<file path="src/rtl/uart_cmd_pkg.sv">
// Shared state encoding, constants and checksum helper for the UART command-frame decoder.
// A frame is SYNC, OP, ADDR[23:16], ADDR[15:8], ADDR[7:0], LEN[15:8], LEN[7:0], CHK.
package uart_cmd_pkg;

   typedef enum logic [3:0] {
      ST_HUNT = 4'd0,
      ST_OP   = 4'd1,
      ST_A2   = 4'd2,
      ST_A1   = 4'd3,
      ST_A0   = 4'd4,
      ST_L1   = 4'd5,
      ST_L0   = 4'd6,
      ST_CHK  = 4'd7,
      ST_HOLD = 4'd8
   } cmdState_e;

   localparam logic [7:0] SYNC_DEFAULT = 8'hA5;
   localparam int         FRAME_LEN    = 8;

   localparam logic [7:0] OP_READ  = 8'h01;
   localparam logic [7:0] OP_WRITE = 8'h02;
   localparam logic [7:0] OP_ID    = 8'h03;

   // CHK byte is the XOR of every byte between SYNC and CHK.
   function automatic logic [7:0] frameChecksum(input logic [7:0]  op,
                                                input logic [23:0] addr,
                                                input logic [15:0] len);
      return op ^ addr[23:16] ^ addr[15:8] ^ addr[7:0] ^ len[15:8] ^ len[7:0];
   endfunction

   // States in which a frame is partially received and the gap limit applies.
   function automatic logic inFrame(input cmdState_e s);
      return s inside {ST_OP, ST_A2, ST_A1, ST_A0, ST_L1, ST_L0, ST_CHK};
   endfunction

endpackage

</file>
<file path="src/rtl/uart_cmd_timer.sv">
// Saturating inter-byte gap counter; expired flags the edge that would bring the
// count to LIMIT while enabled and not being cleared.
module uart_cmd_timer #(
   parameter int LIMIT = 2700
) (
   input  logic clk,
   input  logic rst,
   input  logic clear,
   input  logic enable,
   output logic expired
);

   localparam int            CW   = $clog2(LIMIT + 1);
   localparam logic [CW-1:0] MAX  = CW'(LIMIT);
   localparam logic [CW-1:0] LAST = CW'(LIMIT - 1);

   logic [CW-1:0] count;

   always_ff @(posedge clk or posedge rst) begin
      if (rst) begin
         count <= '0;
      end else if (clear) begin
         count <= '0;
      end else if (count != MAX) begin
         count <= count + 1'b1;
      end
   end

   // A clear in the same cycle always wins over expiry.
   assign expired = enable && !clear && (count == LAST);

endmodule

</file>
<file path="src/rtl/uart_cmd_decoder.sv">
// Decodes 8-byte SYNC-framed commands from a UART byte stream and presents them
// on a valid/ready port, with one-cycle error pulses for checksum, timeout and overrun.
module uart_cmd_decoder
   import uart_cmd_pkg::*;
#(
   parameter int         TIMEOUT_CYCLES = 2700,
   parameter logic [7:0] SYNC_BYTE      = SYNC_DEFAULT
) (
   input  logic        clk,
   input  logic        rst,
   input  logic [7:0]  rxData,
   input  logic        rxValid,
   output logic        cmdValid,
   input  logic        cmdReady,
   output logic [7:0]  cmdOp,
   output logic [23:0] cmdAddr,
   output logic [15:0] cmdLen,
   output logic        errChecksum,
   output logic        errTimeout,
   output logic        errOverrun,
   output logic        busy
);

   // Command handshake: cmdValid rises the cycle after a good CHK byte and stays
   // high with cmdOp/cmdAddr/cmdLen frozen until a cycle where cmdValid && cmdReady;
   // that edge completes the transfer and cmdValid drops in the next cycle.

   cmdState_e   state;
   cmdState_e   stateNext;
   cmdState_e   fieldNext;

   logic [7:0]  opSh;
   logic [23:0] addrSh;
   logic [15:0] lenSh;

   logic        gapExpired;
   logic        fieldState;
   logic        isSync;
   logic        chkMatch;
   logic        loadCmd;
   logic        chkErrNext;
   logic        toErrNext;
   logic        ovrErrNext;

   assign fieldState = inFrame(state);
   assign isSync     = rxValid && (rxData == SYNC_BYTE);
   assign chkMatch   = (rxData == frameChecksum(opSh, addrSh, lenSh));

   uart_cmd_timer #(
      .LIMIT(TIMEOUT_CYCLES)
   ) gapTimer (
      .clk    (clk),
      .rst    (rst),
      .clear  (rxValid),
      .enable (fieldState),
      .expired(gapExpired)
   );

   always_comb begin
      fieldNext = ST_HUNT;
      case (state)
         ST_OP:   fieldNext = ST_A2;
         ST_A2:   fieldNext = ST_A1;
         ST_A1:   fieldNext = ST_A0;
         ST_A0:   fieldNext = ST_L1;
         ST_L1:   fieldNext = ST_L0;
         ST_L0:   fieldNext = ST_CHK;
         default: fieldNext = ST_HUNT;
      endcase
   end

   always_comb begin
      stateNext  = state;
      loadCmd    = 1'b0;
      chkErrNext = 1'b0;
      toErrNext  = 1'b0;
      ovrErrNext = 1'b0;
      case (state)
         ST_HUNT: begin
            if (isSync) stateNext = ST_OP;
         end
         // A SYNC value inside a frame is plain data; only the byte position matters.
         ST_OP, ST_A2, ST_A1, ST_A0, ST_L1, ST_L0: begin
            if (rxValid) begin
               stateNext = fieldNext;
            end else if (gapExpired) begin
               stateNext = ST_HUNT;
               toErrNext = 1'b1;
            end
         end
         ST_CHK: begin
            if (rxValid) begin
               if (chkMatch) begin
                  stateNext = ST_HOLD;
                  loadCmd   = 1'b1;
               end else begin
                  stateNext  = ST_HUNT;
                  chkErrNext = 1'b1;
               end
            end else if (gapExpired) begin
               stateNext = ST_HUNT;
               toErrNext = 1'b1;
            end
         end
         ST_HOLD: begin
            // A byte arriving on the handshake edge is already a HUNT byte.
            if (cmdReady) begin
               stateNext = isSync ? ST_OP : ST_HUNT;
            end else if (rxValid) begin
               ovrErrNext = 1'b1;
            end
         end
         default: stateNext = ST_HUNT;
      endcase
   end

   always_ff @(posedge clk or posedge rst) begin
      if (rst) begin
         state       <= ST_HUNT;
         errChecksum <= 1'b0;
         errTimeout  <= 1'b0;
         errOverrun  <= 1'b0;
         cmdOp       <= '0;
         cmdAddr     <= '0;
         cmdLen      <= '0;
      end else begin
         state       <= stateNext;
         errChecksum <= chkErrNext;
         errTimeout  <= toErrNext;
         errOverrun  <= ovrErrNext;
         if (loadCmd) begin
            cmdOp   <= opSh;
            cmdAddr <= addrSh;
            cmdLen  <= lenSh;
         end
      end
   end

   // Shadows collect the frame so the visible command only changes on a good CHK.
   always_ff @(posedge clk or posedge rst) begin
      if (rst) begin
         opSh   <= '0;
         addrSh <= '0;
         lenSh  <= '0;
      end else if (rxValid) begin
         case (state)
            ST_OP:   opSh           <= rxData;
            ST_A2:   addrSh[23:16]  <= rxData;
            ST_A1:   addrSh[15:8]   <= rxData;
            ST_A0:   addrSh[7:0]    <= rxData;
            ST_L1:   lenSh[15:8]    <= rxData;
            ST_L0:   lenSh[7:0]     <= rxData;
            default: ;
         endcase
      end
   end

   assign cmdValid = (state == ST_HOLD);
   assign busy     = (state != ST_HUNT);

endmodule

</file>
<file path="config.mk">
export PLATFORM = sky130hd
export DESIGN_NAME = uart_cmd_decoder
export DESIGN_NICKNAME = d
export VERILOG_FILES = /design/src/rtl/uart_cmd_pkg.sv /design/src/rtl/uart_cmd_timer.sv /design/src/rtl/uart_cmd_decoder.sv
export SDC_FILE = /design/constraint.sdc
export NUM_CORES = 1
export LEC_CHECK = 0
export CAP_MARGIN = 40
export CELL_PAD_IN_SITES_DETAIL_PLACEMENT = 1
export CELL_PAD_IN_SITES_GLOBAL_PLACEMENT = 1
export CORE_UTILIZATION = 46
export DETAILED_ROUTE_END_ITERATION = 10
export PLACE_DENSITY_LB_ADDON = 0.1
export SLEW_MARGIN = 20
export SYNTH_ARGS = -nofsm -noshare
export SYNTH_HDL_FRONTEND = slang
export SYNTH_SLANG_ARGS = --single-unit
export TNS_END_PERCENT = 20
</file>
<file path="constraint.sdc">
create_clock -name clk -period 5.5 [get_ports clk]
set_clock_uncertainty 0.05 [all_clocks]
set_input_delay 1.1 -clock clk [delete_from_list [all_inputs] [get_ports clk]]
set_output_delay 1.1 -clock clk [all_outputs]
set_load 0.01 [all_outputs]
</file>
# Yosys cells after proc, flatten, opt, wreduce, memory -nomap -nowiden
# Cells that the tools add are included.
[word_totals]
input_bits = 12
ff_bits = 115
out_inout_bits = 53
word_cells = 74
[classes]
muxes = 23
n_addsub = 1
bitwise = 5
eq_ne = 14
n_reduce_logical = 17
[op_table]
columns = ["operator", "n"]
rows = [
  ["8-bit XOR", 5],
  ["12-bit 2-to-1 mux", 2],
  ["4-bit 2-to-1 mux", 6],
  ["3-bit case mux with 6 select lines", 1],
  ["4-bit by 3-bit equality test with 1-bit output (second input constant)", 4],
  ["4-bit case mux with 4 select lines", 1],
  ["2-bit AND reduction", 7],
  ["1-bit 2-to-1 mux", 13],
  ["12-bit by 1-bit adder with 12-bit output (second input constant)", 1],
  ["12-bit equality test (second input constant)", 1],
  ["12-bit inequality test (second input constant)", 1],
  ["4-bit by 2-bit equality test with 1-bit output (second input constant)", 2],
  ["8-bit equality test", 1],
  ["8-bit equality test (second input constant)", 1],
  ["7-bit nonzero test", 1],
  ["7-bit OR reduction", 1],
  ["6-bit OR reduction", 1],
  ["4-bit by 1-bit equality test with 1-bit output (second input constant)", 1],
  ["4-bit equality test (second input constant)", 1],
  ["4-bit logical NOT", 1],
  ["4-bit nonzero test", 1],
  ["1-bit logical AND", 3],
  ["2-bit by 1-bit inequality test with 1-bit output (second input constant)", 1],
  ["2-bit inequality test (second input constant)", 1],
  ["2 further kinds", 2],
]

# Logic depth before layout (Yosys ltp)
# Gate-level depths: netlist of the first run.
[depth]
depth_word = 9
mapped_depth = 8
depth_no_buf = 7

# Cells and area by module
# A second synthesis of the first run with hierarchy kept.
[unflattened]
hier_cells = 365
area_unflattened_um2 = 5245.0
[modules_own_cells]
columns = ["mod", "cells_each", "instances", "seq_area_each_um2", "area_per_inst_um2"]
rows = [
  ["uart_cmd_decoder", 293, 1, 2577.5, 4543.1],
  ["uart_cmd_timer", 72, 1, 300.3, 701.9],
]

# Least setup slack after synthesis of the first run
# No wires, ideal clock.
[synth_path]
kind = "input to register"
start = "input rxData[2]"
end = "register cmdAddr[16]"
required_time_ns = 5.325
path_stages = 7
path_buffers = 2
t_arrival_ns = 2.679
path_slack_ns = 2.646
setup_time_ns = 0.125
cell_sequence = "xnor2_1 > xnor3_1 > nor4_1 > nand3_1 > buf_4 > buf_6 > mux2_4"
[synth_via]
elab_chain_cells = 4
[synth_lines]
columns = ["item", "line", "rtl"]
rows = [
  ["from (decl)", "uart_cmd_decoder.sv:11", "input logic [7:0] rxData,"],
  ["8-bit equality test", "uart_cmd_decoder.sv:47", "assign chkMatch = (rxData == frameChecksum(opSh, addrSh, lenSh));"],
  ["1-bit 2-to-1 mux", "uart_cmd_decoder.sv:93", "if (chkMatch) begin"],
  ["1-bit 2-to-1 mux", "uart_cmd_decoder.sv:92", "if (rxValid) begin"],
  ["1-bit 2-to-1 mux", "uart_cmd_decoder.sv:78", "case (state)"],
  ["to (signal assigned)", "uart_cmd_decoder.sv:133", "cmdAddr <= addrSh;"],
  ["to (decl)", "uart_cmd_decoder.sv:16", "output logic [23:0] cmdAddr,"],
]
# No other way between the ends.
# A chain may end at the register's enable or synchronous reset.

# Final worst setup path of the first run
[layout_path]
start = "register state[0]"
end = "output cmdValid"
[layout_via]
elab_chain_cells = 1
[layout_lines]
columns = ["item", "line", "rtl"]
rows = [
  ["from (decl)", "uart_cmd_decoder.sv:28", "cmdState_e state;"],
  ["from (signal assigned)", "uart_cmd_decoder.sv:127", "state <= stateNext;"],
  ["4-bit equality test", "uart_cmd_decoder.sv:158", "assign cmdValid = (state == ST_HOLD);"],
  ["to (decl)", "uart_cmd_decoder.sv:13", "output logic cmdValid,"],
]
# No other way between the ends.

==> impl_metrics.tcl, run 1 <==
set metrics [dict create \
    power.leakage_nw 3.15 \
    cts_tree "yes" \
    h-tree-depth 4 \
    synth_nets 355 \
    dpl_cell_area_mm2 0.00589 \
    cap_violations 0 \
    met1_length_mm 5.07 \
    postCtsSetupBuffers 0 \
    antenna_found_initial 0 \
    hold_class "flip-flop to flip-flop" \
    worst_pin_slew_ns 0.746 \
    grt_max_degree 59 \
    irDropWorstVdd_mv 0.249 \
    cts_buffers 17 \
    hold_viol 0 \
    powerDensity_mw_per_mm2 419 \
    postRouteAntennaNets 0 \
    clk_latency_ns 0.52 \
    final_core_util 0.606 \
    fin_setup_tns_ns 0 \
    clkSinkCount 115 \
    area_growth_pct 28.6 \
    crit_path_end_kind "primary output" \
    finalCriticalPeriod_ns 3.41 \
    maxSlewHeadroom 0.500 \
    synth_ff_type "dfrtp_1" \
    holdPathStages 1 \
    r2r_start "lenSh[15]" \
    coreArea_mm2 0.0108 \
    grt_setup_unrepaired "no" \
    path_max_fanout 10 \
    critical_path_class "flip-flop to primary output" \
    globalRoute.totalOverflow 0 \
    die_w_um 107 \
    fmax_mhz 293 \
    fin_area_mm2 0.00654 \
    die_area_mm2 0.0115 \
    grt_pass1_wl_mm 18.2 \
    grt_usage 0.217 \
    ys_ff_latch 115 \
    final_common_cell "dfrtp_1" \
    cp-startpoint "state[0]" \
    ys_types 34 \
    wl_per_cell_um 19.4 \
    wl_met3_um 366 \
    clockBufferDepth 2 \
    pin_count 65 \
    antenna_cells 0 \
    r2r-end "cmdAddr[21]" \
    hold_buffers 0 \
    syn_area_mm2 0.00509 \
    io_buffers 64 \
    drive_above_1_share 0.312 \
    yosysSeqAreaShare 0.566 \
    postSynthCellCount 341 \
    drv_slew 0 \
    dp_hpwl_mm 6.77 \
    dr.max_layer_used "met4" \
    required_ns 4.35 \
    async_flop_share 1.00 \
    rows 38 \
    clockRootBuffer "clkbuf_8" \
    critPathArrivalTime_ns 2.26 \
    vias 3011 \
    route.detailed.drc 0 \
    place_congestion 0.756 \
    met2WireLength_mm 5.41 \
    start_util 0.471 \
    grt_pass1_vias 3330 \
    dieHeight_um 107 \
    fill_cells 1014 \
    yosysWarnings 0 \
    r2r_cells 6 \
    post_drt_via_cell_ratio 5.29 \
    run_status "finished clean" \
    final_nets 434 \
    worstSetupStartpointType "flip-flop" \
    syn_avg_cell_area_um2 14.9 \
    synth-edff-count 0 \
    drt-pass1-iter-count 3 \
    finalCritPeriodShare 0.621 \
    min_to "cmdOp[0]" \
    setup_viol 0 \
    first_iter_violations 97 \
    cts.clk_slew.worst_paths_ns 0.05 \
    ff2ff_setup_slack_ns 2.87 \
    final_cell_mix "115 x dfrtp_1, 87 x mux2_2, 64 x clkdlybuf4s50_1" \
    drt-total-wl_mm 11.0 \
    min_from "cmdOp[0]" \
    cts_resized 0 \
]
-- power breakdown --
part / switching [W] / internal [W]
sequential: 0.0000977 / 0.000949
clock: 0.000360 / 0.000798
combinational: 0.000175 / 0.000362
-- state kept, by name, summed over array words and instances, names as in the netlist --
| register | flops |
|---|---|
| addrSh | 24 |
| cmdAddr | 24 |
| cmdLen | 16 |
| cmdOp | 8 |
| errChecksum | 1 |
| errOverrun | 1 |
| errTimeout | 1 |
| gapTimer.count | 12 |
| lenSh | 16 |
| opSh | 8 |
| state | 4 |
-- kinds of logic after synthesis --
family,after synthesis,synth area share
flip-flops,115,0.566
multiplexers,96,0.219
AND/OR/NAND/NOR,62,0.0699
XOR/XNOR,42,0.116
buffers and inverters,14,0.0133
AO/OA/AOI/OAI,10,0.0113
adder cells (fa/ha/maj),2,0.00492
-- per-layer routing --
layer,vias up,global-route usage
li1,1361,-
met1,1580,0.285
met2,54,0.347
met3,16,0.0535
met4,0,0.0851
met5,-,0
-- how the worst max path moves through the flow --
stage                  end  depth (start not counted)
4_1_cts           cmdValid                          4
5_1_grt           cmdValid                          4
2_1_floorplan    addrSh[0]                          1
3_3_place_gp   cmdAddr[20]                          7
3_5_place_dp   cmdAddr[21]                          7
6_report          cmdValid                          4
-- stage by stage --
stage               power (W)  setup slack (ns)  std cells  hold WS, ns
floorplan             0.00147              1.31        341        0.447
global route          0.00285              1.98        569        0.469
CTS                   0.00277              2.06        568        0.455
finish                0.00274              2.09        569        0.450
global placement      0.00158              1.87        540        0.441
detailed placement    0.00160              1.82        540        0.443
-- worst max-delay path: stages, from the launching register on --
cell and delay [ns]:
dfrtp_1 0.48, nor3_1 0.45, nand2_1 0.17, inv_1 0.10
clkdlybuf4s50_1 0.54
-- cell usage after synthesis, types with 2 or more instances --
master    number  share of area
a21o_1         2         0.0030
and3_1         6         0.0074
buf_2          3         0.0030
clkbuf_1       5         0.0037
dfrtp_1      115           0.57
ha_1           2         0.0049
inv_1          4         0.0030
mux2_2        87           0.19
mux2_4         9          0.027
nand2_1       10         0.0074
nand2b_1       2         0.0025
nand3_1        7         0.0069
nand3b_1       2         0.0030
nand4_1        2         0.0025
nor2_1        16          0.012
nor2b_1        2         0.0025
nor3_1         2         0.0020
nor3b_2        2         0.0049
nor4_1         2         0.0025
nor4b_1        2         0.0034
o21ai_0        6         0.0059
or4bb_1        2         0.0044
xnor2_1       20          0.034
xnor3_1       16          0.071
xor2_1         6          0.010
-- area by class of cell --
type | count | area [um2] | share of cell area
Clock inverter | 4 | 120 | 0.0184
Sequential cell | 115 | 2880 | 0.440
Timing Repair Buffer | 70 | 706 | 0.108
Inverter | 4 | 17.5 | 0.00268
Tap cell | 140 | 175 | 0.0268
Multi-Input combinational cell | 212 | 2150 | 0.328
Clock buffer | 24 | 500 | 0.0765
Power figures use the tool's default switching activity.
==> run 2: changes to the inputs <==
==> constraint.sdc (replaced) <==
create_clock -name clk -period 3.3 [get_ports clk]
set_clock_uncertainty 0.05 [all_clocks]
set_input_delay 0.66 -clock clk [delete_from_list [all_inputs] [get_ports clk]]
set_output_delay 0.66 -clock clk [all_outputs]
set_load 0.01 [all_outputs]
==> run 2 against run 1 <==
Effect of this change:
- clock power rose by 57%
- register-to-register slack got worse by 2.1 ns
- final cell count rose by 2.6%
- utilization rose by 0.48 points
- combinational power rose by 73%
- non-clock buffer count rose by 11
- total power rose by 64%
- die area did not move
- first-iteration DRC count fell by 9.3%
- critical path depth did not move
- critical endpoint unchanged
- sequential power rose by 67%
==> impl_metrics.tcl, run 2 (synthesis results as in run 1) <==
set metrics [dict create \
    run_status "finished clean" \
    vias 3064 \
    cts_resized 0 \
    hold_viol 0 \
    first_iter_violations 88 \
    wl_per_cell_um 19.7 \
    p_switching_w 0.00112 \
    h-tree-depth 4 \
    grt_usage 0.228 \
    grt_pass1_wl_mm 18.9 \
    clkSinkCount 115 \
    dieHeight_um 107 \
    required_ns 2.59 \
    crit_family "simple AND/OR/NAND/NOR gates" \
    route.detailed.drc 0 \
    post_drt_via_cell_ratio 5.25 \
    path_max_fanout 10 \
    dp_hpwl_mm 7.16 \
    path_cells "nor3_1 > nand2_1 > inv_1 > clkdlybuf4s50_1" \
    area_growth_pct 29.6 \
    finalCritPeriodShare 0.907 \
    rows 38 \
    switching_share 0.248 \
    power.leakage_nw 3.20 \
    drv_slew 0 \
    final_nets 445 \
    crit_path_end_kind "primary output" \
    pwr-share-seq 0.390 \
    postCtsSetupBuffers 0 \
    irDropWorstVdd_mv 0.497 \
    power_w 0.00450 \
    powerDensity_mw_per_mm2 683 \
    finalCriticalPeriod_ns 2.99 \
    final_cell_mix "115 x dfrtp_1, 87 x mux2_2, 64 x clkdlybuf4s50_1" \
    hold_buffers 0 \
    critPathArrivalTime_ns 2.28 \
    worst_pin_slew_ns 0.643 \
    crit_buf_inv 2 \
    pin_count 65 \
    worstSetupStartpointType "flip-flop" \
    hold_class "input port to asynchronous set/reset pin" \
    final_core_util 0.611 \
    maxSlewHeadroom 0.565 \
    postRouteAntennaNets 0 \
    antenna_cells 0 \
    combPwrFrac 0.207 \
    place_congestion 0.744 \
    grt_max_degree 101 \
    cpPeakStageDelay_ns 0.53 \
    fmax_mhz 334 \
    die_w_um 107 \
    drive_above_1_share 0.333 \
    setup_viol 0 \
    fin_setup_tns_ns 0 \
    die_area_mm2 0.0115 \
    top_regs "addrSh x24, cmdAddr x24" \
    cpMaxStageDelayCell "clkdlybuf4s50_1" \
    drt-total-wl_mm 11.5 \
    cts_buffers 17 \
    io_buffers 64 \
    clockBufferDepth 2 \
    ff2ff_setup_slack_ns 0.78 \
    critical_path_class "flip-flop to primary output" \
    clockRootBuffer "clkbuf_8" \
    pwr-share-clk 0.403 \
    power.internal_w 0.00338 \
    final_common_cell "dfrtp_1" \
    drt-pass1-iter-count 4 \
    cts.clk_slew.worst_paths_ns 0.06 \
    cts_tree "yes" \
    hold_ws_ns 0.427 \
    cap_violations 0 \
    grt_setup_unrepaired "no" \
    coreArea_mm2 0.0108 \
    fin_ws_ns 0.308 \
    globalRoute.totalOverflow 0 \
    pre_cts_ws_ns 0.231 \
    antenna_found_initial 0 \
    clk_latency_ns 0.53 \
    grt_pass1_vias 3391 \
    start_util 0.471 \
]
[run 2: final timing paths]
check / from / to / depth (start not counted)
hold / removal: rst / cmdLen[1] / 2
setup / recovery: state[1] / cmdValid / 4
hold reg to reg: cmdOp[3] / cmdOp[3] / 1
max in group asynchronous: rst / addrSh[5] / 3
min in group clk: cmdOp[3] / cmdOp[3] / 1
setup reg to reg: lenSh[15] / cmdAddr[20] / 7
[run 2: routing by layer]
metal / GRT usage / wire length [um]
met1: 0.295 / 5160
met2: 0.362 / 5770
met3: 0.0663 / 407
met4: 0.0871 / 180
met5: 0 / 0
[run 2: cell type report]
type,instances,area [um2]
clock buffer,21,449
timing repair buffer,81,793
clock inverter,11,134
inverter,4,18.8
tap,140,175
sequential,115,2880
fill,1022,4200
multi-input combinational,212,2150
[run 2: power by group through the flow]
stage,clock network [W],registers [W],logic (W)
detailed placement,0,0.00178,0.000931
global placement,0,0.00176,0.000909
CTS,0.00185,0.00176,0.000947
floorplan,0,0.00172,0.000734
global route,0.00191,0.00178,0.000988
finish,0.00182,0.00175,0.000931
[run 2: metrics by stage]
step           instance area, um2  std cells
6_report                     6590        584
5_1_grt                      6590        584
3_3_place_gp                 6010        552
4_1_cts                      6590        584
3_5_place_dp                 6010        552
2_1_floorplan                5090        341
